$ cat config.mk
export PLATFORM = sky130hd
export DESIGN_NAME = fptd_decode_scheduler_flat
export DESIGN_NICKNAME = d
export VERILOG_FILES = /design/src/rtl/fptd_decode_scheduler_if.sv /design/src/rtl/fptd_decode_scheduler.sv /design/src/flat_wrapper.sv
export SDC_FILE = /design/constraint.sdc
export NUM_CORES = 1
export LEC_CHECK = 0
export ABC_AREA = 0
export BUFFER_PORTS_ARGS = -buffer_cell sky130_fd_sc_hd__buf_2
export CAP_MARGIN = 20
export CORE_UTILIZATION = 50
export CTS_CLUSTER_DIAMETER = 40
export DETAILED_ROUTE_END_ITERATION = 7
export PLACE_DENSITY = 0.76
export SLEW_MARGIN = 20
export SYNTH_ARGS = -nofsm -noshare
export SYNTH_HDL_FRONTEND = slang
export SYNTH_SLANG_ARGS = --single-unit
$ cat constraint.sdc
create_clock -name Clock -period 6.8 [get_ports Clock]
set_input_delay 1.02 -clock Clock [delete_from_list [all_inputs] [get_ports Clock]]
set_output_delay 1.02 -clock Clock [all_outputs]
set_load 0.005 [all_outputs]
$ cat src/rtl/fptd_decode_scheduler_if.sv
// ---------------------------------------------------------------------------
// fptd_decode_scheduler_if
//   Bundles the control, decoder-status and statistics signals of the turbo
//   decoder iteration scheduler.
//
//   master : frame controller / host side (drives Start and the frame
//            configuration, supplies the decoder hard decisions and error
//            flags, observes enables, status and totals).
//   slave  : the scheduler itself.
//
//   Signals
//     Start, Num_Iter, Flood_Mode, Early_Stop_En   frame request + config
//     Stats_Clear                                 clear BER/FER totals
//     Hard_Dec, b1_error                          decoder array status
//     nClear, Enable_*                            decoder array controls
//     Busy, Done, Iter_Used, Error_Count,
//     Early_Stopped                               per-frame result
//     Total_Bit_Errors, Total_Frame_Errors        saturating totals
// ---------------------------------------------------------------------------
interface fptd_decode_scheduler_if #(
    parameter int FL  = 104,
    parameter int ITW = 6,
    parameter int ECW = 7,
    parameter int ACW = 32
);
    logic           Start;
    logic [ITW-1:0] Num_Iter;
    logic           Flood_Mode;
    logic           Early_Stop_En;
    logic           Stats_Clear;
    logic [FL-1:0]  Hard_Dec;
    logic [FL-1:0]  b1_error;

    logic           nClear;
    logic           Enable_Odd;
    logic           Enable_Even;
    logic           Enable_Term;
    logic           Enable_Error_Counter;
    logic           Busy;
    logic           Done;
    logic [ITW-1:0] Iter_Used;
    logic [ECW-1:0] Error_Count;
    logic           Early_Stopped;
    logic [ACW-1:0] Total_Bit_Errors;
    logic [ACW-1:0] Total_Frame_Errors;

    modport master (
        output Start, Num_Iter, Flood_Mode, Early_Stop_En, Stats_Clear,
               Hard_Dec, b1_error,
        input  nClear, Enable_Odd, Enable_Even, Enable_Term,
               Enable_Error_Counter, Busy, Done, Iter_Used, Error_Count,
               Early_Stopped, Total_Bit_Errors, Total_Frame_Errors
    );

    modport slave (
        input  Start, Num_Iter, Flood_Mode, Early_Stop_En, Stats_Clear,
               Hard_Dec, b1_error,
        output nClear, Enable_Odd, Enable_Even, Enable_Term,
               Enable_Error_Counter, Busy, Done, Iter_Used, Error_Count,
               Early_Stopped, Total_Bit_Errors, Total_Frame_Errors
    );
endinterface

$ cat src/rtl/fptd_decode_scheduler.sv
// ---------------------------------------------------------------------------
// fptd_decode_scheduler
//   Iteration scheduler and error-statistics engine for the fully-parallel
//   turbo decoder. One accepted Start runs a frame:
//     CLEAR (nClear low) -> TERM -> { ODD [-> EVEN] -> CHECK } x K
//     -> COUNT (capture error count) -> DONE (pulse, update totals)
//   K is the latched iteration count, or fewer when early stop finds the
//   hard decisions unchanged between two consecutive iterations.
//
//   Ports
//     Clock  : rising-edge clock
//     Reset  : synchronous, active-high; aborts any frame without Done
//     bus    : fptd_decode_scheduler_if.slave (request, decoder controls,
//              per-frame results, saturating BER/FER totals)
//   Every output is driven straight from a flop.
// ---------------------------------------------------------------------------
module fptd_decode_scheduler #(
    parameter int FL  = 104,
    parameter int ITW = 6,
    parameter int ECW = 7,
    parameter int ACW = 32
) (
    input  logic                        Clock,
    input  logic                        Reset,
    fptd_decode_scheduler_if.slave      bus
);
    localparam int PCW = $clog2(FL + 1);
    // common width for comparing the raw popcount with the Error_Count ceiling
    localparam int CW  = (PCW > ECW) ? PCW : ECW;
    // one extra bit so the bit-error sum can be checked for overflow
    localparam int SW  = ((ACW > ECW) ? ACW : ECW) + 1;

    localparam logic [ECW-1:0] EC_MAX = '1;
    localparam logic [ACW-1:0] AC_MAX = '1;

    typedef enum logic [2:0] {
        IDLE, CLEAR, TERM, ODD, EVEN, CHECK, COUNT, DONE
    } state_t;

    state_t         state;
    logic [ITW-1:0] num_iter_q;
    logic [ITW-1:0] iter_cnt;
    logic           flood_q;
    logic           es_en_q;
    logic           es_q;       // frame is ending on a stability stop
    logic [FL-1:0]  snap_q;     // hard decisions seen at the previous CHECK

    logic [ITW-1:0] iter_nxt;
    logic           iter_done;
    logic           es_hit;
    logic [PCW-1:0] pop;
    logic [CW-1:0]  pop_w;
    logic [ECW-1:0] err_sat;
    logic [SW-1:0]  bit_sum;
    logic [ACW-1:0] bit_nxt;
    logic [ACW-1:0] frm_nxt;

    // -----------------------------------------------------------------------
    // Iteration bookkeeping
    // -----------------------------------------------------------------------
    always_comb begin
        iter_nxt  = iter_cnt + ITW'(1);
        iter_done = (iter_nxt == num_iter_q);
        // stability can only be judged once two iterations have produced
        // decisions, i.e. the snapshot holds a value from this frame
        es_hit    = es_en_q && (iter_nxt >= ITW'(2)) && (bus.Hard_Dec == snap_q);
    end

    // -----------------------------------------------------------------------
    // Per-frame error count: popcount of b1_error clipped to ECW bits
    // -----------------------------------------------------------------------
    always_comb begin
        pop = '0;
        for (int i = 0; i < FL; i++) begin
            pop = pop + PCW'(bus.b1_error[i]);
        end
        pop_w = CW'(pop);
        if (pop_w > CW'(EC_MAX)) begin
            err_sat = EC_MAX;
        end else begin
            err_sat = ECW'(pop_w);
        end
    end

    // -----------------------------------------------------------------------
    // Saturating accumulators, fed from the registered Error_Count
    // -----------------------------------------------------------------------
    always_comb begin
        bit_sum = SW'(bus.Total_Bit_Errors) + SW'(bus.Error_Count);
        if (bit_sum > SW'(AC_MAX)) begin
            bit_nxt = AC_MAX;
        end else begin
            bit_nxt = ACW'(bit_sum);
        end

        if ((bus.Error_Count == '0) || (bus.Total_Frame_Errors == AC_MAX)) begin
            frm_nxt = bus.Total_Frame_Errors;
        end else begin
            frm_nxt = bus.Total_Frame_Errors + ACW'(1);
        end
    end

    // -----------------------------------------------------------------------
    // Scheduler FSM. Enables are set on the edge that enters the state they
    // belong to, so each is high exactly while the FSM sits in that state.
    // -----------------------------------------------------------------------
    always_ff @(posedge Clock) begin
        if (Reset) begin
            state                    <= IDLE;
            num_iter_q               <= '0;
            iter_cnt                 <= '0;
            flood_q                  <= 1'b0;
            es_en_q                  <= 1'b0;
            es_q                     <= 1'b0;
            snap_q                   <= '0;
            bus.nClear               <= 1'b1;
            bus.Enable_Odd           <= 1'b0;
            bus.Enable_Even          <= 1'b0;
            bus.Enable_Term          <= 1'b0;
            bus.Enable_Error_Counter <= 1'b0;
            bus.Busy                 <= 1'b0;
            bus.Done                 <= 1'b0;
            bus.Iter_Used            <= '0;
            bus.Error_Count          <= '0;
            bus.Early_Stopped        <= 1'b0;
            bus.Total_Bit_Errors     <= '0;
            bus.Total_Frame_Errors   <= '0;
        end else begin
            case (state)
                IDLE: begin
                    if (bus.Start) begin
                        num_iter_q <= (bus.Num_Iter == '0) ? ITW'(1) : bus.Num_Iter;
                        flood_q    <= bus.Flood_Mode;
                        es_en_q    <= bus.Early_Stop_En;
                        iter_cnt   <= '0;
                        es_q       <= 1'b0;
                        bus.Busy   <= 1'b1;
                        bus.nClear <= 1'b0;
                        state      <= CLEAR;
                    end
                end

                CLEAR: begin
                    bus.nClear      <= 1'b1;
                    bus.Enable_Term <= 1'b1;
                    state           <= TERM;
                end

                TERM: begin
                    bus.Enable_Term <= 1'b0;
                    bus.Enable_Odd  <= 1'b1;
                    // flooding fires both halves in the same cycle
                    bus.Enable_Even <= flood_q;
                    state           <= ODD;
                end

                ODD: begin
                    bus.Enable_Odd <= 1'b0;
                    if (flood_q) begin
                        bus.Enable_Even <= 1'b0;
                        state           <= CHECK;
                    end else begin
                        bus.Enable_Even <= 1'b1;
                        state           <= EVEN;
                    end
                end

                EVEN: begin
                    bus.Enable_Even <= 1'b0;
                    state           <= CHECK;
                end

                CHECK: begin
                    iter_cnt <= iter_nxt;
                    snap_q   <= bus.Hard_Dec;
                    // the iteration limit wins over early stop
                    if (iter_done) begin
                        bus.Enable_Error_Counter <= 1'b1;
                        state                    <= COUNT;
                    end else if (es_hit) begin
                        es_q                     <= 1'b1;
                        bus.Enable_Error_Counter <= 1'b1;
                        state                    <= COUNT;
                    end else begin
                        bus.Enable_Odd  <= 1'b1;
                        bus.Enable_Even <= flood_q;
                        state           <= ODD;
                    end
                end

                COUNT: begin
                    bus.Enable_Error_Counter <= 1'b0;
                    bus.Error_Count          <= err_sat;
                    bus.Iter_Used            <= iter_cnt;
                    bus.Early_Stopped        <= es_q;
                    bus.Done                 <= 1'b1;
                    state                    <= DONE;
                end

                DONE: begin
                    bus.Done <= 1'b0;
                    bus.Busy <= 1'b0;
                    state    <= IDLE;
                end

                default: state <= IDLE;
            endcase

            // a clear arriving in DONE discards that frame's contribution
            if (bus.Stats_Clear) begin
                bus.Total_Bit_Errors   <= '0;
                bus.Total_Frame_Errors <= '0;
            end else if (state == DONE) begin
                bus.Total_Bit_Errors   <= bit_nxt;
                bus.Total_Frame_Errors <= frm_nxt;
            end
        end
    end

endmodule
$ cat src/flat_wrapper.sv
// flat-port wrapper written by rule: the top's interface ports become plain ports
module fptd_decode_scheduler_flat 
#(
    parameter int FL  = 104,
    parameter int ITW = 6,
    parameter int ECW = 7,
    parameter int ACW = 32
)
  (Clock, Reset, bus_Start, bus_Num_Iter, bus_Flood_Mode, bus_Early_Stop_En, bus_Stats_Clear, bus_Hard_Dec, bus_b1_error, bus_nClear, bus_Enable_Odd, bus_Enable_Even, bus_Enable_Term, bus_Enable_Error_Counter, bus_Busy, bus_Done, bus_Iter_Used, bus_Error_Count, bus_Early_Stopped, bus_Total_Bit_Errors, bus_Total_Frame_Errors);
  fptd_decode_scheduler_if #(.FL(FL), .ITW(ITW), .ECW(ECW), .ACW(ACW)) bus_i ();
  input  logic Clock;
  input  logic Reset;
  input wire logic [$bits(bus_i.Start)-1:0] bus_Start;
  input wire logic [$bits(bus_i.Num_Iter)-1:0] bus_Num_Iter;
  input wire logic [$bits(bus_i.Flood_Mode)-1:0] bus_Flood_Mode;
  input wire logic [$bits(bus_i.Early_Stop_En)-1:0] bus_Early_Stop_En;
  input wire logic [$bits(bus_i.Stats_Clear)-1:0] bus_Stats_Clear;
  input wire logic [$bits(bus_i.Hard_Dec)-1:0] bus_Hard_Dec;
  input wire logic [$bits(bus_i.b1_error)-1:0] bus_b1_error;
  output wire logic [$bits(bus_i.nClear)-1:0] bus_nClear;
  output wire logic [$bits(bus_i.Enable_Odd)-1:0] bus_Enable_Odd;
  output wire logic [$bits(bus_i.Enable_Even)-1:0] bus_Enable_Even;
  output wire logic [$bits(bus_i.Enable_Term)-1:0] bus_Enable_Term;
  output wire logic [$bits(bus_i.Enable_Error_Counter)-1:0] bus_Enable_Error_Counter;
  output wire logic [$bits(bus_i.Busy)-1:0] bus_Busy;
  output wire logic [$bits(bus_i.Done)-1:0] bus_Done;
  output wire logic [$bits(bus_i.Iter_Used)-1:0] bus_Iter_Used;
  output wire logic [$bits(bus_i.Error_Count)-1:0] bus_Error_Count;
  output wire logic [$bits(bus_i.Early_Stopped)-1:0] bus_Early_Stopped;
  output wire logic [$bits(bus_i.Total_Bit_Errors)-1:0] bus_Total_Bit_Errors;
  output wire logic [$bits(bus_i.Total_Frame_Errors)-1:0] bus_Total_Frame_Errors;
  assign bus_i.Start = bus_Start;
  assign bus_i.Num_Iter = bus_Num_Iter;
  assign bus_i.Flood_Mode = bus_Flood_Mode;
  assign bus_i.Early_Stop_En = bus_Early_Stop_En;
  assign bus_i.Stats_Clear = bus_Stats_Clear;
  assign bus_i.Hard_Dec = bus_Hard_Dec;
  assign bus_i.b1_error = bus_b1_error;
  assign bus_nClear = bus_i.nClear;
  assign bus_Enable_Odd = bus_i.Enable_Odd;
  assign bus_Enable_Even = bus_i.Enable_Even;
  assign bus_Enable_Term = bus_i.Enable_Term;
  assign bus_Enable_Error_Counter = bus_i.Enable_Error_Counter;
  assign bus_Busy = bus_i.Busy;
  assign bus_Done = bus_i.Done;
  assign bus_Iter_Used = bus_i.Iter_Used;
  assign bus_Error_Count = bus_i.Error_Count;
  assign bus_Early_Stopped = bus_i.Early_Stopped;
  assign bus_Total_Bit_Errors = bus_i.Total_Bit_Errors;
  assign bus_Total_Frame_Errors = bus_i.Total_Frame_Errors;
  fptd_decode_scheduler #(.FL(FL), .ITW(ITW), .ECW(ECW), .ACW(ACW)) u_core (.Clock(Clock), .Reset(Reset), .bus(bus_i));
endmodule
After elaboration in Yosys (flattened, before gate mapping)
Cells that the tools add are included.

cells by class
  add/sub/neg operators = 106
  $lt $le $gt $ge = 3
  equal/unequal tests = 15
  muxes and demuxes = 28
  bitwise gates (word level) = 1
  reduce and logical (&&, ||, !) cells = 24

operator list
  operator                                                                             count
  7-bit by 1-bit adder with 7-bit output                                               102
  104-bit equality test                                                                1
  32-bit by 7-bit adder with 33-bit output                                             1
  33-bit by 32-bit greater-than comparator with 1-bit output, second input constant    1
  32-bit by 1-bit adder with 32-bit output, second input constant                      1
  32-bit equality test, second input constant                                          1
  32-bit 2-to-1 mux                                                                    1
  3-bit case mux with 8 select lines                                                   1
  3-bit equality test, second input constant                                           4
  6-bit 2-to-1 mux                                                                     2
  1-bit case mux with 2 select lines                                                   6
  6-bit case mux with 2 select lines                                                   1
  2-bit AND reduction                                                                  6
  2-bit nonzero test                                                                   6
  1-bit 2-to-1 mux                                                                     11
  3-bit 2-to-1 mux                                                                     3
  7-bit greater-than comparator, second input constant                                 1
  7-bit zero test                                                                      1
  7-bit 2-to-1 mux                                                                     1
  6-bit by 1-bit adder with 6-bit output, second input constant                        1
  3-bit by 2-bit equality test with 1-bit output, second input constant                2
  6-bit equality test                                                                  1
  6-bit by 2-bit greater-or-equal comparator with 1-bit output, second input constant  1
  6-bit zero test                                                                      1
  16 further kinds                                                                     20

word-level totals
  flip-flop bits (word level) = 207
  output and inout port bits = 85

Depth between registers and ports, before layout
  depth after elaboration = 105
  gate-level depth with buffers = 25
  mapped depth without buffers = 25

Worst setup path before layout
No wires, ideal clock.

  path kind = input port to flip-flop
  start point = input port bus_b1_error[0]
  end point = register u_core.bus.Error_Count[6] (netlist bit)
  library setup time = 0.070 ns
  arrival = 7.307 ns
  data required time = 6.730 ns
  setup slack = -0.578 ns
  stages = 20
  buffers on the path = 0
  cells stage by stage = ha_1 inv_1 fa_1 fa_1 fa_1 fa_1 fa_1 fa_1 fa_1 fa_1 fa_1 fa_1 fa_1 nor2b_1 o21ai_0 a21boi_0 o21a_1 nor3_1 nand3b_1 a21oi_1

between the ends
  longest elaborated chain between the ends = 105

ends and longest elaborated chain
  what                                                      line                            RTL
  start: declaration                                        flat_wrapper.sv:19              input wire logic [$bits(bus_i.b1_error)-1:0] bus_b1_error;
  1-bit by 1-bit adder with 2-bit output *                  fptd_decode_scheduler.sv:75     pop = pop + PCW'(bus.b1_error[i]);
  7-bit by 1-bit adder with 7-bit output * (102 in series)  fptd_decode_scheduler.sv:75
  7-bit greater-than comparator                             fptd_decode_scheduler.sv:78     if (pop_w > CW'(EC_MAX)) begin
  7-bit 2-to-1 mux *                                        fptd_decode_scheduler.sv:78
  end signal: assignment                                    fptd_decode_scheduler.sv:193    bus.Error_Count <= err_sat;
  end: declaration                                          fptd_decode_scheduler_if.sv:59  Enable_Error_Counter, Busy, Done, Iter_Used, Error_Count,

Mark *: on every way between the ends. The rest lies on a longest branch, timed or not.
A chain may end at the register's enable or synchronous reset.

Worst setup path after layout
  start point = input port bus_b1_error[1]
  end point = register u_core.bus.Error_Count[6] (netlist bit)

Same word-level chain as after synthesis.

==> reports/qor.txt <==
I/O Pins - 305
YS warnings - 0
Slowest stage delay, CP - 0.57 ns
CORE AREA - 25100 um^2
Clock sinks - 207
Crit end category - flip-flop
Total grt overflow - 0
Post-Synthesis Cells - 1536
Worst Path Arrival - 7.43 ns
HPWL after detailed placement - 23600 um
Syn nets - 1882
CP delay by family, top - adder cells
Rel. slew slack - 24.4%
Clock buffer depth - 3
DR iter-0 viols - 877
Post-layout min period - 7.02 ns
Fraction of layout instances using a drive strength above 1 - 22.4%
Maxcap violations - 0
PnR worst setup slack - -0.218 ns
Clock latency on the worst-skew pair - 0.51 ns
Net Sw Frac - 42.2%
Outcome - complete, but fails checks
H-tree depth - 2
Cell Chain, Critical Path - buf_6, ha_4, inv_2, fa_1, fa_1, fa_1, fa_1, fa_1, fa_1, fa_1, fa_1, fa_1, fa_2, fa_2, nor2b_2, o21ai_2, a21boi_2, o21a_1, nor3_1, nand3b_1, a21oi_2
Synthesized flop and latch total - 207
DIE AREA - 26200 um^2
Pwr Density - 749 nW/um^2
CTS tree - built
Die Y - 162 um
Maximum VDD drop - 1.67 mV
Startpoint types - primary input
Total Power - 11.8 mW
CP most frequent cell - fa_1
Buf+Inv Stages, Crit Path - 2
Clock share of power - 15.2%
Comb pwr share - 74.1%
Ys flop type - dfxtp_1
CP max FO - 2
CP max-delay cell - fa_1
Gr usage total - 24.3%
Worst Hold Class - reg -> reg
DR vias - 11500
DRT antenna net count - 0
FP Rows - 58
DRT Pass-1 Iters - 7
DRC Markers - 4
Worst hold slack - 0.449 ns
Worst-margin pin slew - 1.13 ns
Die X - 162 um
Clock buffer count from CTS - 35
Vias per cell - 5.26
WL/cell - 14.7 um
DRT Wirelength - 32200 um
Worst path required time - 7.21 ns
Failing checks - design-rule violations, negative setup slack
Fraction of registers with async set or reset after synthesis - 0%
Gpl congestion - 0.875
Port buffer count - 304
Clock-pin slew on the worst setup and hold paths - 0.05 ns
Final Slew Violations - 0
Netlist Area Pre-Place - 12800 um^2
Average size of a mapped cell - 8.31 um^2
Int Power - 6.85 mW
Most frequent cells in the layout - buf_2 (301), nand2_1 (284), dfxtp_1 (207)
Initial Util - 50.8%
CP Class - in -> reg
Switching power - 4.99 mW
Synth cell types - 71
Most common library cell in the layout ignoring fill and taps - buf_2
Clock Tree Root - clkbuf_16
Tcrit/Tclk final - 103%
Reg power frac - 10.8%
Largest net degree at the start of global routing - 105
Initial antenna violation count - 7
EDFF count, synth - 0
Final hold violation count - 0
Endpoints failing setup - 3
Max Fclk - 0.142 GHz
Synth-to-Final Area Change - 24.0%
Number of global-route vias before repair - 10900
RSZ-0062 raised after global routing - yes
Sequential fraction of the synthesis area - 32.5%
Clock Skew - 0.0346 ns
First-pass GRT wire length - 52000 um
Leak pwr - 6.86 nW
Fin nets - 2166
Fillers - 2190
final timing paths:
kind	cells after the start	to	slack (ns)	startpoint
worst max register to register	9	u_core.bus.Total_Bit_Errors[27]	3.76	u_core.bus.Error_Count[0]
worst min-delay path	2	u_core.bus.Iter_Used[4]	0.45	u_core.bus.Iter_Used[4]
worst min register to register	2	u_core.bus.Iter_Used[4]	0.45	u_core.bus.Iter_Used[4]
worst max-delay path	21	u_core.bus.Error_Count[6]	-0.22	bus_b1_error[1]
routing by layer:
layer,share of wire (%),up-vias,GRT usage (%)
met1,43,5375,31.2
met5,0.081,-,0
li1,-,5640,-
met3,6.3,78,4.67
met2,48,385,40.2
met4,2.9,4,10.2
kinds of logic (layout without fill, tap and decap cells):
logic type,after synthesis,after routing,share of synthesized area [%]
muxes,3,3,0.245
buffers and inverters,245,556,7.36
other,0,7,0
DFF,207,207,32.5
and+or+nand+nor,580,580,21.4
AOI/OAI and AO/OA,272,272,13.6
adders and majority gates,126,126,17.8
xor gates and xnor gates,103,103,7.07
state kept, by name, summed over array words and instances, names as in the netlist, 3 cells and up:
name                           flops
u_core.iter_cnt                    6
u_core.num_iter_q                  6
u_core.snap_q                    104
u_core.state                       3
u_core.bus.Total_Bit_Errors       32
u_core.bus.Total_Frame_Errors     32
u_core.bus.Iter_Used               6
u_core.bus.Error_Count             7
cells in the mapped netlist (3+ instances only):
master / count / area, um^2
nand2_1: 285 / 1070
dfxtp_1: 207 / 4140
inv_1: 177 / 664
a21oi_1: 146 / 731
fa_1: 93 / 1860
nor2_1: 76 / 285
xnor2_1: 58 / 508
clkbuf_1: 53 / 199
xor2_1: 45 / 394
nor3_1: 36 / 180
nor2b_1: 34 / 213
ha_1: 33 / 413
nand2b_1: 29 / 181
nand3_1: 27 / 135
nand4_1: 24 / 150
o21ai_0: 23 / 115
nor4_1: 16 / 100
a31oi_1: 14 / 87.6
and2_1: 13 / 81.3
a311oi_1: 11 / 96.3
and3_1: 11 / 68.8
and4_1: 10 / 87.6
a2111o_1: 9 / 101
o2111ai_1: 8 / 70.1
o22ai_1: 8 / 50.1
a211oi_1: 7 / 52.6
buf_2: 7 / 35.0
buf_1: 6 / 22.5
o21a_1: 5 / 37.5
a21o_1: 4 / 30.0
or2_2: 4 / 25.0
a22o_1: 3 / 26.3
a41oi_1: 3 / 26.3
nand3b_1: 3 / 22.5
o221ai_1: 3 / 26.3
stage by stage:
step / instances / util [%] / worst slack (ns) / cell area [um^2] / TNS, ns
2_1_floorplan: 1536 / - / -0.312 / 12800 / -0.559
3_3_place_gp: 2111 / 57.8 / -0.646 / 14500 / -2.40
3_5_place_dp: 2111 / 57.8 / -0.783 / 14500 / -3.14
4_1_cts: 2176 / 62.8 / -0.207 / 15800 / -0.294
5_1_grt: 2182 / 63.0 / -0.385 / 15800 / -1.09
6_report: 2184 / 63.0 / -0.218 / 15800 / -0.368
power groups by stage:
stage | clock, mW | combinational [mW] | sequential, mW
3_3_place_gp | 0 | 6.90 | 1.30
2_1_floorplan | 0 | 4.84 | 1.29
3_5_place_dp | 0 | 7.22 | 1.30
6_report | 1.80 | 8.77 | 1.27
5_1_grt | 1.89 | 9.90 | 1.28
4_1_cts | 1.83 | 7.68 | 1.27
worst reg2reg max path, delay by kind of cell (launching register included):
kind                       cells  cell delay [ns]
and+or+nand+nor                2             0.56
adders and majority gates      2             0.64
AOI/OAI and AO/OA              5             1.29
DFF                            1             0.37
repair_timing:
| action | in CTS | in global routing |
|---|---|---|
| hold buffers | 0 | 0 |
| pin swaps | 1 | 6 |
| setup endpoints to repair | 3 | 5 |
| buffers inserted | 1 | 1 |
| resized for setup | 8 | 9 |
layout make-up:
type / instances / area, um^2 / share of cell area [%]
clock buffer: 43 / 977 / 6.18
multi-input combinational: 1084 / 7740 / 48.9
sequential: 207 / 4140 / 26.2
clock inverter: 21 / 240 / 1.52
inverter: 177 / 667 / 4.21
timing repair buffer: 315 / 1630 / 10.3
tap: 330 / 413 / 2.61
antenna: 7 / 17.5 / 0.111
Power figures use the tool's default switching activity.
